--- config.mk ---
export PLATFORM = sky130hd
export DESIGN_NAME = mips_multicycle_control
export DESIGN_NICKNAME = d
export VERILOG_FILES = /design/src/rtl/mips_ctrl_pkg.sv /design/src/rtl/alu_control.sv /design/src/rtl/mips_multicycle_control.sv
export SDC_FILE = /design/constraint.sdc
export NUM_CORES = 1
export LEC_CHECK = 0
export CORE_MARGIN = 5
export CORE_UTILIZATION = 45
export DETAILED_ROUTE_END_ITERATION = 6
export PLACE_DENSITY = 0.71
export RECOVER_POWER = 100
export SYNTH_ARGS = -nofsm -noshare
export SYNTH_HDL_FRONTEND = slang
export SYNTH_HIERARCHICAL = 1
export SYNTH_SLANG_ARGS = --single-unit
--- constraint.sdc ---
create_clock -name clk -period 3.7 [get_ports clk]
set_input_delay 0.74 -clock clk [delete_from_list [all_inputs] [get_ports clk]]
set_output_delay 0.74 -clock clk [all_outputs]
set_load 0.03 [all_outputs]
--- src/rtl/mips_ctrl_pkg.sv ---
// Shared encodings for the multicycle MIPS controller: opcodes, functs,
// ALU operation codes and FSM state encoding.
package mips_ctrl_pkg;

  localparam logic [5:0] OP_RTYPE = 6'b000000;
  localparam logic [5:0] OP_LW    = 6'b100011;
  localparam logic [5:0] OP_SW    = 6'b101011;
  localparam logic [5:0] OP_ADDI  = 6'b001000;
  localparam logic [5:0] OP_ANDI  = 6'b001100;
  localparam logic [5:0] OP_ORI   = 6'b001101;

  localparam logic [5:0] FN_ADD = 6'b100000;
  localparam logic [5:0] FN_SUB = 6'b100010;
  localparam logic [5:0] FN_AND = 6'b100100;
  localparam logic [5:0] FN_OR  = 6'b100101;
  localparam logic [5:0] FN_SLT = 6'b101010;

  localparam logic [3:0] ALU_ADD = 4'b0010;
  localparam logic [3:0] ALU_SUB = 4'b0110;
  localparam logic [3:0] ALU_AND = 4'b0000;
  localparam logic [3:0] ALU_OR  = 4'b0001;
  localparam logic [3:0] ALU_SLT = 4'b0111;

  typedef enum logic [3:0] {
    FETCH, DECODE, MEMADR, MEMRD, MEMWB, MEMWR,
    EXEC_R, WB_R, EXEC_I, WB_I, ILLEGAL
  } state_t;

endpackage

--- src/rtl/alu_control.sv ---
// Combinational opcode/funct to ALU operation decode; legal flags any
// opcode or R-type funct the controller does not support.
module alu_control
  import mips_ctrl_pkg::*;
#(
  parameter int ALU_OP_W = 4
) (
  input  logic [5:0]          opcode,
  input  logic [5:0]          funct,
  output logic [ALU_OP_W-1:0] alu_op,
  output logic                legal
);

  always_comb begin
    alu_op = '0;
    legal  = 1'b1;
    case (opcode)
      OP_LW, OP_SW, OP_ADDI: alu_op = ALU_OP_W'(ALU_ADD);
      OP_ANDI:               alu_op = ALU_OP_W'(ALU_AND);
      OP_ORI:                alu_op = ALU_OP_W'(ALU_OR);
      OP_RTYPE: begin
        case (funct)
          FN_ADD:  alu_op = ALU_OP_W'(ALU_ADD);
          FN_SUB:  alu_op = ALU_OP_W'(ALU_SUB);
          FN_AND:  alu_op = ALU_OP_W'(ALU_AND);
          FN_OR:   alu_op = ALU_OP_W'(ALU_OR);
          FN_SLT:  alu_op = ALU_OP_W'(ALU_SLT);
          default: legal  = 1'b0;
        endcase
      end
      default: legal = 1'b0;
    endcase
  end

endmodule

--- src/rtl/mips_multicycle_control.sv ---
// Moore-style multicycle MIPS control FSM with retired-instruction counter.
// Supports lw, sw, R-type add/sub/and/or/slt, addi, andi, ori.
module mips_multicycle_control
  import mips_ctrl_pkg::*;
#(
  parameter int ALU_OP_W = 4,
  parameter int CNT_W    = 16
) (
  input  logic                clk,
  input  logic                rst,
  input  logic                instr_valid,
  input  logic [5:0]          opcode,
  input  logic [5:0]          funct,
  output logic                IRWrite,
  output logic                PCWrite,
  output logic                RegWrite,
  output logic                MemRead,
  output logic                MemWrite,
  output logic                MemtoReg,
  output logic                ALUSrc,
  output logic                RegDst,
  output logic [ALU_OP_W-1:0] ALU_OP,
  output logic                instr_done,
  output logic                illegal,
  output logic [CNT_W-1:0]    retired_cnt
);

  state_t                state, state_nxt;
  logic [5:0]            op_q, fn_q;
  logic [5:0]            dec_op, dec_fn;
  logic [ALU_OP_W-1:0]   dec_alu;
  logic                  dec_legal;

  // In DECODE the live instruction fields are checked; afterwards the
  // latched copy drives the ALU decode so outputs depend on state only.
  assign dec_op = (state == DECODE) ? opcode : op_q;
  assign dec_fn = (state == DECODE) ? funct  : fn_q;

  alu_control #(.ALU_OP_W(ALU_OP_W)) u_alu_control (
    .opcode (dec_op),
    .funct  (dec_fn),
    .alu_op (dec_alu),
    .legal  (dec_legal)
  );

  always_ff @(posedge clk or posedge rst) begin
    if (rst) begin
      state       <= FETCH;
      op_q        <= '0;
      fn_q        <= '0;
      retired_cnt <= '0;
    end else begin
      state <= state_nxt;
      if (state == DECODE) begin
        op_q <= opcode;
        fn_q <= funct;
      end
      if (instr_done) retired_cnt <= retired_cnt + CNT_W'(1);
    end
  end

  always_comb begin
    state_nxt = state;
    case (state)
      FETCH:  if (instr_valid) state_nxt = DECODE;
      DECODE: begin
        if (!dec_legal)                           state_nxt = ILLEGAL;
        else if (opcode == OP_LW || opcode == OP_SW) state_nxt = MEMADR;
        else if (opcode == OP_RTYPE)              state_nxt = EXEC_R;
        else                                      state_nxt = EXEC_I;
      end
      MEMADR: state_nxt = (op_q == OP_LW) ? MEMRD : MEMWR;
      MEMRD:  state_nxt = MEMWB;
      EXEC_R: state_nxt = WB_R;
      EXEC_I: state_nxt = WB_I;
      default: state_nxt = FETCH;
    endcase
  end

  always_comb begin
    IRWrite    = 1'b0;
    PCWrite    = 1'b0;
    RegWrite   = 1'b0;
    MemRead    = 1'b0;
    MemWrite   = 1'b0;
    MemtoReg   = 1'b0;
    ALUSrc     = 1'b0;
    RegDst     = 1'b0;
    ALU_OP     = '0;
    instr_done = 1'b0;
    illegal    = 1'b0;
    case (state)
      // rst gating keeps IRWrite low while reset holds the FSM in FETCH.
      FETCH:  IRWrite = instr_valid & ~rst;
      MEMADR: begin
        ALUSrc = 1'b1;
        ALU_OP = ALU_OP_W'(ALU_ADD);
      end
      MEMRD: begin
        ALUSrc  = 1'b1;
        ALU_OP  = ALU_OP_W'(ALU_ADD);
        MemRead = 1'b1;
      end
      MEMWB: begin
        MemRead    = 1'b1;
        MemtoReg   = 1'b1;
        RegWrite   = 1'b1;
        ALUSrc     = 1'b1;
        ALU_OP     = ALU_OP_W'(ALU_ADD);
        PCWrite    = 1'b1;
        instr_done = 1'b1;
      end
      MEMWR: begin
        MemWrite   = 1'b1;
        ALUSrc     = 1'b1;
        ALU_OP     = ALU_OP_W'(ALU_ADD);
        PCWrite    = 1'b1;
        instr_done = 1'b1;
      end
      EXEC_R: begin
        RegDst = 1'b1;
        ALU_OP = dec_alu;
      end
      WB_R: begin
        RegDst     = 1'b1;
        ALU_OP     = dec_alu;
        RegWrite   = 1'b1;
        PCWrite    = 1'b1;
        instr_done = 1'b1;
      end
      EXEC_I: begin
        ALUSrc = 1'b1;
        ALU_OP = dec_alu;
      end
      WB_I: begin
        ALUSrc     = 1'b1;
        ALU_OP     = dec_alu;
        RegWrite   = 1'b1;
        PCWrite    = 1'b1;
        instr_done = 1'b1;
      end
      ILLEGAL: begin
        illegal = 1'b1;
        PCWrite = 1'b1;
      end
      default: ;
    endcase
  end

endmodule

==> qor.yml, run 1 <==
status: "finished, violations left"
violations: "max-capacitance violations, max-slew violations"
fin_crit_sh: 0.943
die_h_um: 74.2
io_buffers: 43
syn-mean-instance-area_um2: 10.9
grt_pass1_vias: 1512
synth_flop_cell: "dfrtp_1"
hp-class: "reg2reg"
clockRootBuffer: "clkbuf_8"
row_count: 23
pre_cts_ws_ns: 0.336
instances_no_fill: 271
drtIter0Drc: 102
grt_max_degree: 33
ys_seq_area_frac: 0.432
hpwl_mm: 3.18
dp.cells: 263
clk_pin_slew_ns: 0.07
num-nets-final: 236
grt_pass1_wl_mm: 7.07
startpoint_type: "flip-flop"
cts_sinks: 32
p_per_area_nw_per_um2: 782
reg2reg_depth: 10
period_needed_ns: 3.49
reg2reg_from: "state[1]"
synth_area_um2: 1850
cp_max_fo: 7
cts_tree: "done"
overflow: 0
r2r_slack_ns: 1.17
die_w_um: 74.2
synth-edff-count: 0
cts_buffers: 5
r2r_end: "state[1]"
dieArea_um2: 5500
slew_viol_final: 33
drive_gt1_frac: 0.136
critical_path_class: "reg2out"
layout_common_cells: "32 x dfrtp_1, 26 x dlygate4sd3_1, 13 x nor2_1, 13 x xnor2_1, 13 x clkdlybuf4s50_1"
finalSetupViolations: 0
ant_nets: 0
first_pass_iters: 4
skew_ns: 0.00838
synth_seq_cells: 32
setup_ws_ns: 0.211
tns_ns: 0
hold_slack_ns: 0.463
ios: 45
ys_warn_count: 6
antenna_found_initial: 0
cts_max_path_buffers: 2
routed-via-count: 1489
hold_violations: 0
start_util: 0.464
htree_levels: 2
worstPathArrival_ns: 2.75
whs_path_depth: 1
wire_per_inst_um: 15.5
async_reset_ff_frac: 1.00
area_growth_pct: 30.1
cp.required_ns: 2.96
grtUsageTotal: 0.166
wl_mm: 4.20
synth_cells: 170
clock_latency_ns: 0.28
rsz0062_at_grt: "no"
max_slew_margin: -0.122
final_common_cell: "dfrtp_1"
synth_nets: 186
core_um2: 4000
antenna_cells: 0
hp-start: "retired_cnt[15]"
gp_congestion: 0.857
hold_end: "retired_cnt[15]"
cap_violations: 1
ir_worst_vdd_mv: 0.394
ys_types: 47
leakage_nw: 1.07
hold_buffers: 0
crit_path_end_kind: "output port"
drc_errors: 0
clock.fmax_mhz: 287
cts_setup_buffers: 0
via_per_inst: 5.49
worstMarginPinSlew_ns: 1.68
[worst max-delay path, cell delays in order, from the launching register on]
cell and delay, ns:
dfrtp_1 0.37, nor2_1 0.20, and3_4 0.28, buf_4 0.19, mux2_4 0.33, and4bb_1 0.28, o211ai_1 0.10, a2111oi_1 0.37
and2_1 0.18, buf_4 0.15
[Yosys cell counts, drive strengths merged, types with 2 or more instances]
master | count | area [um2]
xor2 | 4 | 35.0
a21oi | 3 | 15.0
nor2b | 2 | 12.5
mux2 | 14 | 188
xnor2 | 13 | 114
inv | 3 | 11.3
nand3 | 8 | 40.0
nand4 | 12 | 75.1
and4bb | 2 | 25.0
nand2 | 4 | 15.0
nand4bb | 2 | 22.5
and3 | 6 | 37.5
nand2b | 3 | 26.3
dfrtp | 32 | 801
o211ai | 3 | 22.5
a31oi | 2 | 12.5
nor2 | 13 | 48.8
a21o | 2 | 15.0
buf | 7 | 62.6
nor3b | 2 | 26.3
and2 | 5 | 31.3
and4 | 6 | 52.6
nor4 | 2 | 12.5
o21ai | 4 | 23.8
[power breakdown]
part	internal [W]	switching [W]	leakage, nW
Clock	0.000200	0.000123	0.0552
Sequential	0.000465	0.0000758	0.408
Combinational	0.000435	0.000587	0.604
[cell families (layout without fill, tap and decap cells)]
family / after synthesis / in the layout / share of synthesized area
and+or+nand+nor: 73 / 73 / 0.253
DFF: 32 / 32 / 0.432
AOI/OAI and AO/OA: 21 / 21 / 0.0830
xor gates and xnor gates: 17 / 17 / 0.0803
muxes: 14 / 14 / 0.101
buffers and inverters: 11 / 62 / 0.0418
adders and majority gates: 1 / 1 / 0.00675
other: 1 / 1 / 0.00202
[per-layer routing]
metal,part of all wire,track usage
met2,0.51,0.289
met3,0.041,0.0324
met4,0.023,0.0825
met5,0,0
met1,0.43,0.193
[sequential cells by signal, indices dropped and copies added, names as in the netlist]
register	flops
op_q	6
fn_q	6
retired_cnt	16
state	4
[worst max path at each step]
stage / from / endpoint / slack (ns)
after floorplan: state[3] / ALU_OP[1] / 0.36
after global placement: opcode[1] / ALU_OP[1] / 0.42
after detailed placement: opcode[1] / ALU_OP[1] / 0.34
after CTS: state[1] / ALU_OP[0] / 0.08
after global routing: state[1] / ALU_OP[0] / 0.02
final: state[1] / ALU_OP[0] / 0.21
[repair_timing]
action,4_1_cts,5_1_grt
resized for setup,0,2
endpoints found under the setup margin,0,2
hold endpoints to repair,0,0
[per-stage QoR]
stage               area, um2   util  power (W)
global placement         2330  0.583    0.00158
global route             2410  0.603    0.00202
detailed placement       2330  0.583    0.00162
CTS                      2440  0.610    0.00196
finish                   2410  0.603    0.00189
floorplan                1850      -    0.00133
[area by class of cell]
| class | count | area (um2) |
|---|---|---|
| clock buffers | 6 | 72.6 |
| flip-flops and latches | 32 | 801 |
| multi-input cells | 127 | 965 |
| clock inverters | 2 | 35.0 |
| repair buffers | 51 | 465 |
| well taps | 50 | 62.6 |
| fillers | 342 | 1590 |
| inverters | 3 | 11.3 |
Power figures use the tool's default switching activity.
==> run 2, diff against run 1 <==
--- a/config.mk
+++ b/config.mk
@@ -5,7 +5,6 @@
 export SDC_FILE = /design/constraint.sdc
 export NUM_CORES = 1
 export LEC_CHECK = 0
-export CORE_MARGIN = 5
 export CORE_UTILIZATION = 45
 export DETAILED_ROUTE_END_ITERATION = 6
 export PLACE_DENSITY = 0.71
==> run 2 against run 1 <==
  * The run still ends with max-capacitance violations, max-slew violations left
  * Clock-buffer cell count rose by 1
  * Worst hold slack improved by 0.011 ns
  * Final cell count fell by 1.1%
  * Sequential share of layout area is 0.30 points higher
  * Critical path depth increased by 1
  * Largest cell class unchanged
  * Sequential power about the same
  * Global-route usage increased by 2.4 points
  * Die area fell by 20%
==> qor.yml, run 2 (synthesized netlist as in run 1, its figures left out) <==
grtUsageTotal: 0.189  # +0.0239
wl_mm: 3.85  # -8.3%
die_w_um: 66.2  # -11%
start_util: 0.488  # +0.0246
drc_errors: 0  # unchanged
dieArea_um2: 4380  # -20%
antenna_cells: 0  # unchanged
hpwl_mm: 2.83  # -11%
comb_power_share: 0.550  # +0.008
layout_common_cells: "32 x dfrtp_1, 27 x dlygate4sd3_1, 13 x nor2_1, 13 x xnor2_1"
clock_latency_ns: 0.27  # about the same
largest_reg_flops: 16  # unchanged
cp.required_ns: 2.96  # about the same
p_int_w: 0.00105  # -4.4%
skew_ns: 0.00340  # -0.00498 ns
via_per_inst: 5.50  # about the same
cp_max_fo: 11  # +4
first_pass_iters: 4  # unchanged
p_seq_frac: 0.297  # +0.010
area_growth_pct: 28.9
cts_setup_buffers: 0  # unchanged
cts_sinks: 32  # unchanged
violations: "max-capacitance violations, max-slew violations"
grt_pass1_wl_mm: 6.33  # -11%
rsz0062_at_grt: "no"
overflow: 0  # unchanged
cts_max_path_buffers: 2  # unchanged
drtIter0Drc: 62  # -39%
fill_cells: 328  # -4.1%
switchingPower_w: 0.000772  # -1.6%
period_needed_ns: 3.48  # -0.00726 ns
ant_nets: 0  # unchanged
reg_top3: "retired_cnt: 16 flops, fn_q: 6 flops, op_q: 6 flops"
final_common_cell: "dfrtp_1"
worstMarginPinSlew_ns: 1.68  # +0.0000463 ns
slew_viol_final: 33  # unchanged
drive_gt1_frac: 0.123  # -0.0130
tns_ns: 0  # unchanged
ios: 45  # unchanged
instances_no_fill: 268  # -1.1%
sw_frac_of_total: 0.424  # +0.00709
startpoint_type: "flip-flop"
die_h_um: 66.2  # -11%
row_count: 22  # -4.3%
gp_congestion: 0.807  # -5.8%
power_frac_clock: 0.153  # -0.018
clockRootBuffer: "clkbuf_8"
critical_path_class: "reg2out"
dp.cells: 261  # -0.76%
finalSetupViolations: 0  # unchanged
regArea_um2: 801  # unchanged
clk_pin_slew_ns: 0.06  # about the same
regMostFlops: "retired_cnt"
wire_per_inst_um: 14.4  # -7.2%
fin_crit_sh: 0.941  # -0.00196
core_um2: 3800  # -5.0%
cts_buffers: 5  # unchanged
htree_levels: 2  # unchanged
grt_max_degree: 33  # unchanged
clock.fmax_mhz: 287  # +0.21%
p_per_area_nw_per_um2: 763  # -2.4%
status: "finished, violations left"
worstPathArrival_ns: 2.74  # about the same
hp-class: "reg2reg"
cap_violations: 1  # unchanged
leakage_nw: 1.06  # -0.84%
max_slew_margin: -0.122  # about the same
crit_path_end_kind: "output port"
hold_violations: 0  # unchanged
ir_worst_vdd_mv: 0.431  # +9.4%
antenna_found_initial: 0  # unchanged
num-nets-final: 236  # unchanged
routed-via-count: 1473  # -1.1%
grt_pass1_vias: 1392  # -7.9%
io_buffers: 43  # unchanged
cts_tree: "done"
multi_input_area_um2: 961  # -0.39%
==> run 2: cell count changes in the layout (fill, tap and decap cells not counted), sizes merged <==
| cell | previous run | this run |
|---|---|---|
| dlygate4sd3 | 26 | 27 |
| clkbuf | 10 | 12 |
| clkinv | 1 | 0 |
| buf | 8 | 7 |
| clkdlybuf4s50 | 13 | 12 |
| bufinv | 1 | 0 |
==> run 2: path summary, 6_finish.rpt <==
check | from | endpoint | slack [ns] | cells after the start
worst min register to register | retired_cnt[15] | retired_cnt[15] | 0.47 | 1
worst min-delay path | retired_cnt[15] | retired_cnt[15] | 0.47 | 1
min in group asynchronous | rst | retired_cnt[13] | 1.56 | 3
worst max register to register | state[1] | state[1] | 1.05 | 10
max in group asynchronous | rst | retired_cnt[0] | 1.17 | 3
worst max-delay path | state[1] | ALU_OP[0] | 0.22 | 10
==> run 2: cell type report <==
cell class,count,area share
repair buffers,51,0.193
flip-flops and latches,32,0.335
inverters,3,0.00471
well taps,48,0.0251
multi-input cells,127,0.402
clock buffers,7,0.0403
==> run 2: power groups by stage <==
| stage | clock network (W) | logic [W] | registers [W] |
|---|---|---|---|
| 6_report | 0.000279 | 0.00100 | 0.000542 |
| 5_1_grt | 0.000304 | 0.00109 | 0.000557 |
| 4_1_cts | 0.000288 | 0.00107 | 0.000544 |
| 3_5_place_dp | 0 | 0.00107 | 0.000548 |
| 3_3_place_gp | 0 | 0.00104 | 0.000544 |
| 2_1_floorplan | 0 | 0.000737 | 0.000590 |
==> run 2: critical path: stages (launching register included) <==
cell	delay, ns
dfrtp_1	0.37
nor2_1	0.20
and3_1	0.19
buf_4	0.19
buf_4	0.17
mux2_4	0.32
and4bb_1	0.27
o211ai_1	0.12
a2111oi_2	0.30
and2_0	0.17
buf_4	0.16
==> run 2: stage by stage <==
stage          hold WS, ns  total power [W]  setup slack [ns]   util  area (um2)
2_1_floorplan        0.479          0.00133             0.360      -        1850
3_3_place_gp         0.460          0.00159             0.355  0.613        2330
3_5_place_dp         0.476          0.00162             0.313  0.613        2330
4_1_cts              0.486          0.00191             0.164  0.638        2420
5_1_grt              0.509          0.00195            0.0120  0.629        2390
6_report             0.474          0.00182             0.219  0.629        2390
==> run 2: timing repair <==
item | in CTS | in global routing
endpoints found under the setup margin | 0 | 1
resized for setup | 0 | 1
hold endpoints to repair | 0 | 0
hold buffers | 0 | 0
==> run 2: layer usage <==
layer	vias up	global-route usage	routed length [um]
met1	708	0.251	1880
met5	-	0	0
li1	729	-	-
met4	0	0.0691	36
met2	31	0.305	1800
met3	5	0.0379	136
==> run 3, diff against run 2 <==
==> constraint.sdc (replaced) <==
create_clock -name clk -period 3.9 [get_ports clk]
set_input_delay 0.78 -clock clk [delete_from_list [all_inputs] [get_ports clk]]
set_output_delay 0.78 -clock clk [all_outputs]
set_load 0.03 [all_outputs]
==> run 3 against run 2 <==
  * Largest cell class unchanged
  * The flow still finishes with violations (max-capacitance violations, max-slew violations)
  * Clock-buffer cell count is 1 lower
  * Register-to-register slack improved by 0.24 ns
  * Critical path depth unchanged
==> qor.yml, run 3 (synthesized netlist as in run 1, its figures left out) <==
status: "finished, violations left"
violations: "max-capacitance violations, max-slew violations"
cp_max_fo: 8  # -3
cts_resized: 0  # unchanged
cts_sinks: 32  # unchanged
grt_pass1_wl_mm: 6.53  # +3.2%
reg_top3: "retired_cnt: 16 flops, fn_q: 6 flops, op_q: 6 flops"
start_util: 0.488  # unchanged
cts_tree: "done"
clockRootBuffer: "clkbuf_8"
area_growth_pct: 29.2
gp_congestion: 0.865  # +7.2%
crit_path_end_kind: "output port"
core_um2: 3800  # unchanged
drc_errors: 0  # unchanged
cts_buffers: 5  # unchanged
die_w_um: 66.2  # unchanged
io_buffers: 43  # unchanged
ir_worst_vdd_mv: 0.377  # -12%
cap_violations: 1  # unchanged
r2r_slack_ns: 1.29  # +0.24 ns
finalPower_w: 0.00174  # -4.4%
worstMarginPinSlew_ns: 1.70  # +0.0166 ns
clock_latency_ns: 0.27  # about the same
leakage_nw: 1.06  # -0.23%
reg2reg_from: "state[1]"
cpPeakStageDelay_ns: 0.38  # about the same
overflow: 0  # unchanged
hold_end: "retired_cnt[15]"
max_slew_margin: -0.133  # -0.0111
cpMostUsedCell: "nor2_1"
whs_path_depth: 1  # unchanged
ant_nets: 0  # unchanged
drtIter0Drc: 40  # -35%
grt_max_degree: 33  # unchanged
layout_common_cells: "32 x dfrtp_1, 28 x dlygate4sd3_1, 13 x nor2_1, 13 x xnor2_1"
largest_reg_flops: 16  # unchanged
cts_setup_buffers: 0  # unchanged
regMostFlops: "retired_cnt"
critical_path_class: "reg2out"
skew_ns: 0.00323  # -0.000170 ns
antenna_found_initial: 0  # unchanged
finalSetupViolations: 0  # unchanged
worstPathArrival_ns: 2.80  # +0.06 ns
routed-via-count: 1504  # +2.1%
antenna_cells: 0  # unchanged
period_needed_ns: 3.58
htree_levels: 2  # unchanged
final_common_cell: "dfrtp_1"
fin_crit_sh: 0.919
fill_cells: 326  # -0.61%
hp-start: "retired_cnt[15]"
tns_ns: 0  # unchanged
via_per_inst: 5.61  # +2.1%
critical-path-top-delay-family: "simple AND/OR/NAND/NOR gates"
ios: 45  # unchanged
regArea_um2: 801  # unchanged
clock.fmax_mhz: 279
grtUsageTotal: 0.195  # +0.00551
first_pass_iters: 4  # unchanged
hp-class: "reg2reg"
grt_pass1_vias: 1451  # +4.2%
slowest_stage: "dfrtp_1"
drive_gt1_frac: 0.109  # -0.0136
critPathLaunch: "state[1]"
cp.required_ns: 3.12  # +0.16 ns
path_buf_inv: 2  # -1
dieArea_um2: 4380  # unchanged
num-nets-final: 235  # -0.42%
rsz0062_at_grt: "no"
crit_cells: 10  # unchanged
path_cells: "nor2_1, and3_4, buf_4, mux2_1, or2b_1, a31oi_1, o21ai_1, nor2_1, o31ai_1, buf_2"
slew_viol_final: 33  # unchanged
die_h_um: 66.2  # unchanged
reg2reg_depth: 10  # unchanged
clk_pin_slew_ns: 0.07  # about the same
r2r_end: "state[1]"
p_per_area_nw_per_um2: 728  # -4.6%
hold_slack_ns: 0.481  # +0.00735 ns
wl_mm: 3.81  # -1.2%
hpwl_mm: 2.93  # +3.5%
hold_violations: 0  # unchanged
hold_buffers: 0  # unchanged
multi_input_area_um2: 958  # -0.26%
wire_per_inst_um: 14.2  # -1.2%
row_count: 22  # unchanged
startpoint_type: "flip-flop"
cts_max_path_buffers: 2  # unchanged
run 3: cell types whose count changed in the layout (fill, tap and decap cells not counted), sizes merged:
cell | previous run | this run
clkbuf | 12 | 10
buf | 7 | 6
bufinv | 0 | 1
clkinv | 0 | 1
dlygate4sd3 | 27 | 28
run 3: how the worst max path moves through the flow:
stage                           end  slack, ns
final                     ALU_OP[1]       0.32
after global routing      ALU_OP[1]       0.04
after CTS                 ALU_OP[1]       0.05
after detailed placement  ALU_OP[2]       0.32
after global placement    ALU_OP[2]       0.35
after floorplan           ALU_OP[1]       0.52
run 3: per-layer routing:
metal / share of wire / vias to the layer above / GRT usage
met4: 0.0039 / 0 / 0.0532
met3: 0.036 / 2 / 0.0328
li1: - / 726 / -
met5: 0 / - / 0
met1: 0.46 / 744 / 0.247
met2: 0.50 / 32 / 0.341
run 3: metrics by stage:
step | instances | util | cell area, um2 | setup WS (ns)
5_1_grt | 268 | 0.631 | 2400 | 0.0355
4_1_cts | 268 | 0.641 | 2430 | 0.0451
2_1_floorplan | 170 | - | 1850 | 0.520
3_3_place_gp | 260 | 0.612 | 2330 | 0.352
6_report | 268 | 0.631 | 2400 | 0.315
3_5_place_dp | 260 | 0.612 | 2330 | 0.318
run 3: cell type report:
type / instances / area share
clock buffers: 6 / 0.0303
clock inverters: 2 / 0.0146
inverters: 3 / 0.00470
multi-input cells: 127 / 0.400
flip-flops and latches: 32 / 0.334
well taps: 48 / 0.0251
repair buffers: 50 / 0.191
run 3: power breakdown:
part / leakage [nW] / internal [W] / switching (W)
clock network: 0.0552 / 0.000189 / 0.000113
logic: 0.593 / 0.000381 / 0.000547
registers: 0.408 / 0.000441 / 0.0000724
total: 1.06 / 0.00101 / 0.000732
